$ cat src/rtl/note_pkg.sv
// Shared constants, FSM encoding and index helper for the octave/note index encoder.
package note_pkg;

    localparam int unsigned NOTES_PER_OCTAVE = 12;
    localparam int unsigned MAX_OCTAVE       = 5;
    localparam int unsigned NOTE_GROUP_MAX   = 2;

    localparam int unsigned OCT_W      = 3;
    localparam int unsigned NOTE_W     = 4;
    localparam int unsigned ACC_W      = 7;
    localparam int unsigned NUM_W      = 6;
    localparam int unsigned CNT_W      = 2;
    localparam int unsigned IDX_W      = 8;
    localparam int unsigned CALC_STEPS = 3;

    typedef enum logic [1:0] {
        ST_IDLE = 2'd0,
        ST_CALC = 2'd1,
        ST_HOLD = 2'd2
    } state_t;

    // octave*12 + note built from shifts, used only for the legality check
    function automatic logic [IDX_W-1:0] flat_index(input logic [OCT_W-1:0] oct,
                                                    input logic [NOTE_W-1:0] nt);
        return IDX_W'({oct, 3'b000}) + IDX_W'({oct, 2'b00}) + IDX_W'(nt);
    endfunction

endpackage

$ cat src/rtl/note_index_encoder.sv
// Converts an octave/note pair to a flat note index with a 3-step shift-add datapath.
// Illegal pairs bypass the datapath and report err with a zero index.
module note_index_encoder
    import note_pkg::*;
#(
    parameter int unsigned MAX_INDEX = 63
) (
    input  logic              clk,
    input  logic              rst_n,
    input  logic              in_valid,
    output logic              in_ready,
    input  logic [OCT_W-1:0]  octave,
    input  logic [NOTE_W-1:0] note,
    output logic              out_valid,
    input  logic              out_ready,
    output logic [NUM_W-1:0]  numerator,
    output logic              err
);

    state_t             r_state;
    state_t             w_next_state;
    logic [OCT_W-1:0]   r_octave;
    logic [OCT_W-1:0]   w_octave_d;
    logic [ACC_W-1:0]   r_acc;
    logic [ACC_W-1:0]   w_acc_d;
    logic [ACC_W-1:0]   w_addend;
    logic [ACC_W-1:0]   w_sum;
    logic [CNT_W-1:0]   r_cnt;
    logic [CNT_W-1:0]   w_cnt_d;
    logic               r_in_ready;
    logic               r_out_valid;
    logic               w_out_valid_d;
    logic               r_err;
    logic               w_err_d;
    logic [NUM_W-1:0]   r_num;
    logic [NUM_W-1:0]   w_num_d;
    logic               w_accept;
    logic               w_illegal;
    logic               w_calc_last;

    assign w_accept    = in_valid & r_in_ready;
    assign w_illegal   = (note[3:2] > 2'(NOTE_GROUP_MAX))
                       | (octave > OCT_W'(MAX_OCTAVE))
                       | (32'(flat_index(octave, note)) > MAX_INDEX);
    assign w_calc_last = (r_cnt == CNT_W'(CALC_STEPS - 1));

    // One octave bit per CALC cycle contributes 12 << bit position
    assign w_addend = ((r_cnt < CNT_W'(CALC_STEPS)) && r_octave[r_cnt])
                    ? (ACC_W'(NOTES_PER_OCTAVE) << r_cnt) : '0;
    assign w_sum    = r_acc + w_addend;

    // State register
    always_ff @(posedge clk or negedge rst_n) begin
        if (!rst_n) begin
            r_state <= ST_IDLE;
        end else begin
            r_state <= w_next_state;
        end
    end

    // Next-state logic
    always_comb begin
        w_next_state = r_state;
        case (r_state)
            ST_IDLE: if (w_accept)    w_next_state = w_illegal ? ST_HOLD : ST_CALC;
            ST_CALC: if (w_calc_last) w_next_state = ST_HOLD;
            ST_HOLD: if (out_ready)   w_next_state = ST_IDLE;
            default:                  w_next_state = ST_IDLE;
        endcase
    end

    // Next values for datapath and output registers
    always_comb begin
        w_octave_d    = r_octave;
        w_acc_d       = r_acc;
        w_cnt_d       = r_cnt;
        w_out_valid_d = r_out_valid;
        w_err_d       = r_err;
        w_num_d       = r_num;
        case (r_state)
            ST_IDLE: begin
                if (w_accept) begin
                    w_octave_d = octave;
                    if (w_illegal) begin
                        w_out_valid_d = 1'b1;
                        w_err_d       = 1'b1;
                        w_num_d       = '0;
                    end else begin
                        w_acc_d = ACC_W'(note);
                        w_cnt_d = '0;
                    end
                end
            end
            ST_CALC: begin
                w_acc_d = w_sum;
                w_cnt_d = r_cnt + CNT_W'(1);
                if (w_calc_last) begin
                    w_out_valid_d = 1'b1;
                    w_err_d       = 1'b0;
                    w_num_d       = w_sum[NUM_W-1:0];
                end
            end
            ST_HOLD: begin
                if (out_ready) begin
                    w_out_valid_d = 1'b0;
                    w_err_d       = 1'b0;
                end
            end
            default: ;
        endcase
    end

    // in_ready is registered from the next state so it stays low through reset
    always_ff @(posedge clk or negedge rst_n) begin
        if (!rst_n) begin
            r_octave    <= '0;
            r_acc       <= '0;
            r_cnt       <= '0;
            r_in_ready  <= 1'b0;
            r_out_valid <= 1'b0;
            r_err       <= 1'b0;
            r_num       <= '0;
        end else begin
            r_octave    <= w_octave_d;
            r_acc       <= w_acc_d;
            r_cnt       <= w_cnt_d;
            r_in_ready  <= (w_next_state == ST_IDLE);
            r_out_valid <= w_out_valid_d;
            r_err       <= w_err_d;
            r_num       <= w_num_d;
        end
    end

    assign in_ready  = r_in_ready;
    assign out_valid = r_out_valid;
    assign err       = r_err;
    assign numerator = r_num;

endmodule
$ cat config.mk
export PLATFORM = sky130hd
export DESIGN_NAME = note_index_encoder
export DESIGN_NICKNAME = d
export VERILOG_FILES = /design/src/rtl/note_pkg.sv /design/src/rtl/note_index_encoder.sv
export SDC_FILE = /design/constraint.sdc
export NUM_CORES = 1
export LEC_CHECK = 0
export ABC_CLOCK_PERIOD_IN_PS = 2400
export BUFFER_PORTS_ARGS = -buffer_cell sky130_fd_sc_hd__buf_2
export CORE_ASPECT_RATIO = 1.1
export CORE_MARGIN = 2
export CORE_UTILIZATION = 50
export CTS_BUF_LIST = sky130_fd_sc_hd__clkbuf_8
export CTS_CLUSTER_DIAMETER = 50
export CTS_CLUSTER_SIZE = 24
export DETAILED_ROUTE_END_ITERATION = 16
export PLACE_DENSITY_LB_ADDON = 0.3
export SETUP_SLACK_MARGIN = 0.15
export SLEW_MARGIN = 20
export SYNTH_ARGS = -nofsm -noshare
export SYNTH_HDL_FRONTEND = slang
export SYNTH_SLANG_ARGS = --single-unit
$ cat constraint.sdc
create_clock -name clk -period 2.4 [get_ports clk]
set_clock_uncertainty 0.05 [all_clocks]
set_input_delay 0.24 -clock clk [delete_from_list [all_inputs] [get_ports clk]]
set_output_delay 0.24 -clock clk [all_outputs]
set_load 0.01 [all_outputs]
==> out/qor.tcl <==
set qor(grt_pass1_wl_um) 4788
set qor(synth.cell_area_um2) 1430
set qor(cts-root-buf) {clkbuf_8}
set qor(initial_utilization_pct) 51.95
set qor(cts.sinks) 22
set qor(timing.critical_path.arrival_ps) 2360
set qor(synth_sequential_area_ratio_pct) 38.50
set qor(max_cap_violations) 0
set qor(synth_cell_type_count) 43
set qor(setup_viol) 0
set qor(cp_slowest_stage_delay_ps) 540
set qor(fin_setup_tns_ps) 0
set qor(hold_viol_final) 0
set qor(die_ar_um2) 3304
set qor(detail-route-antenna-nets) 0
set qor(total_inserted_antenna_cells) 0
set qor(via_count) 1059
set qor(dieHeight_um) 60.09
set qor(power.ir.vdd_worst_v) 0.0006859
set qor(finalWorstPathRequiredPeriod_ps) 2258
set qor(grt_start_max_net_pins) 23
set qor(cpMaxStageDelayCell) {fa_2}
set qor(die_x_um) 54.99
set qor(drc) 0
set qor(hold-worst-slack_ps) 153.7
set qor(top_level_ports) 20
set qor(fmaxAchievable_mhz) 442.9
set qor(final.period_utilization_pct) 94.08
set qor(worstMarginPinSlew_ps) 516.5
set qor(flow.area_growth_from_synthesis_pct) 20.56
set qor(firstDrtPassIters) 4
set qor(gr-total-overflow) 0
set qor(run_status) {complete, no violations}
set qor(design.final.nets) 188
set qor(initial_antenna_violation_count) 0
set qor(via_count_of_the_first_global_routing_pass) 1056
set qor(cts-root-to-sink-buffers) 2
set qor(cts.htree.levels) 1
set qor(placementRows) 20
set qor(power_per_cell_area_nw_per_um2) 1159
set qor(average_cell_area_after_synthesis_um2) 10.83
set qor(critPathCaptureType) {register}
set qor(detailed_place_hpwl_um) 2125
set qor(netlist_instances) 132
set qor(place_congestion) 0.8068
set qor(cp.required_ps) 2510
set qor(postSynthRegisterBits) 22
set qor(dr.first_iter.drc_count) 19
set qor(crit_path_cell_trace) {buf_6, and3b_1, a21oi_2, nor2_1, and2_1, ha_2, inv_2, fa_2, nor2b_1, mux2_4}
set qor(layout-drive-gt1-share_pct) 34.78
set qor(worst_hold_path_type) {input port to register}
set qor(worst_setup_hold_path_clk_slew_ps) 80
set qor(start_kind) {register}
set qor(critical_path_peak_fanout) 4
set qor(leakage_power_nw) 0.8277
set qor(cts-buffers-inserted) 3
set qor(placeableCoreArea_um2) 2753
set qor(rsz0062_at_grt) {true}
set qor(detail_route.wl_per_cell_um) 14.39
set qor(timing_max_transition_violations_final) 0
set qor(tritoncts_clock_tree) {built}
set qor(clk-insertion-delay-late_ps) 270
set qor(synth_nets) 158
set qor(num-fill-cells) 232
set qor(groute.usage.overall_pct) 20.44
set qor(max-slew-margin-rel_pct) 65.56
set qor(total_number_of_yosys_warnings) 0
set qor(setup_cp_type) {register to register}
set qor(place.port_buffers) 19
set qor(detail_route.vias_per_cell) 5.459
set qor(drt-total-wl_um) 2792
where the power goes:
part	switching, mW	leakage, nW	internal, mW
combinational	0.551	0.522	0.547
sequential	0.106	0.277	0.521
clock	0.126	0.0288	0.146
layer usage:
layer	global-route usage, %	part of all wire, %
met1	26.22	45
met2	34.86	51
met3	2.250	2.3
met4	7.317	0.93
met5	0	0
state kept, by name, indices dropped and copies added (netlist names):
register   count
numerator      6
r_state        2
r_acc          6
err            1
r_cnt          2
in_ready       1
r_octave       3
out_valid      1
worst paths after layout:
check / start / end / slack (ps) / cells past startpoint
hold reg to reg: r_acc[1]$_DFFE_PN0P_ / r_acc[1]$_DFFE_PN0P_ / 460 / 1
setup / recovery: r_cnt[1]$_DFFE_PN0P_ / numerator[3]$_DFFE_PN0P_ / 140 / 10
min in group asynchronous: rst_n / r_octave[1]$_DFFE_PN0P_ / 420 / 2
max in group asynchronous: rst_n / numerator[3]$_DFFE_PN0P_ / 1530 / 2
setup reg to reg: r_cnt[1]$_DFFE_PN0P_ / numerator[3]$_DFFE_PN0P_ / 140 / 10
hold / removal: note[1] / r_acc[1]$_DFFE_PN0P_ / 150 / 2
cell type report:
cell class | instances | area, um^2 | share of cell area, %
timing repair buffer | 26 | 153.9 | 8.926
inverter | 17 | 63.81 | 3.701
sequential | 22 | 550.5 | 31.93
clock buffer | 4 | 55.05 | 3.193
tap | 33 | 41.29 | 2.395
multi-input combinational | 92 | 859.6 | 49.85
worst max-delay path: cells and delay by family (launching register included):
kind            cells  cell delay, ps
buf+inv             2             160
flops               1             400
fa+ha+maj           2             720
mux                 1             250
simple gates        4             510
compound gates      1              40
through the flow:
step	std cells	cell area (um^2)	utilization, %	power [mW]	setup slack [ps]
detailed placement	186	1585	57.59	1.589	21.03
CTS	193	1687	61.27	1.935	123.0
global placement	186	1585	57.59	1.535	107.0
global route	194	1724	62.64	2.174	47.82
floorplan	132	1430	-	1.321	160.6
finish	194	1724	62.64	1.999	142.1
Yosys cell counts (all sizes together):
master	number	area (um^2)
a21boi	2	15.01
nand4	1	6.260
nand3	3	20.02
nand2b	2	12.51
o21ai	3	15.01
nor2	4	17.52
and4bb	1	12.51
a211oi	4	35.03
a21o	1	7.510
o31ai	1	21.27
mux2i	7	70.07
nand2	8	30.03
clkbuf	1	3.750
a221oi	1	8.760
inv	17	63.81
mux2	9	112.6
o2111a	1	11.26
and3b	1	8.760
ha	13	162.7
o211ai	1	7.510
dfrtp	22	550.5
fa	2	40.04
o22a	1	8.760
a22o	2	18.77
a21bo	1	10.01
a2111o	1	11.26
nor2b	4	25.02
o32ai	1	8.760
a21oi	6	33.78
xnor2	2	17.52
nor3	2	10.01
and2	2	12.51
and3	1	6.260
or2	1	6.260
nor3b	1	7.510
and4	1	11.26
a221o	1	10.01
cell families (layout without fill, tap and decap cells):
| kind of cell | count (synthesis) | after routing | synth area share [%] |
|---|---|---|---|
| compound gates | 27 | 27 | 15.57 |
| xor+xnor | 2 | 2 | 1.225 |
| fa+ha+maj | 15 | 15 | 14.17 |
| buf+inv | 18 | 47 | 4.724 |
| flops | 22 | 22 | 38.50 |
| mux | 16 | 16 | 12.77 |
| simple gates | 32 | 32 | 13.04 |
cell usage in the layout (no fill, tap or decap), types with 2 or more instances in the layout:
cell type | synthesis | layout
dfrtp_1 | 22 | 22
buf_2 | 0 | 19
inv_1 | 17 | 16
ha_1 | 13 | 10
nand2_1 | 8 | 8
mux2i_1 | 7 | 7
mux2_2 | 6 | 6
buf_4 | 0 | 5
nor2b_1 | 4 | 4
clkbuf_8 | 0 | 4
nor2_1 | 3 | 3
o21ai_0 | 3 | 3
a21oi_1 | 5 | 3
mux2_4 | 3 | 3
a211oi_1 | 3 | 3
a21oi_2 | 1 | 2
nor3_1 | 2 | 2
and2_1 | 2 | 2
a21boi_1 | 2 | 2
nand2b_1 | 2 | 2
nand3_2 | 1 | 2
ha_2 | 0 | 2
timing repair:
action,4_1_cts,5_1_grt
endpoints found under the setup margin,5,11
setup buffers,2,1
hold buffers,1,0
resized for setup,6,6
hold endpoints to repair,22,0
pin swaps,3,3
Note: power is estimated with default switching activity, not from simulation.
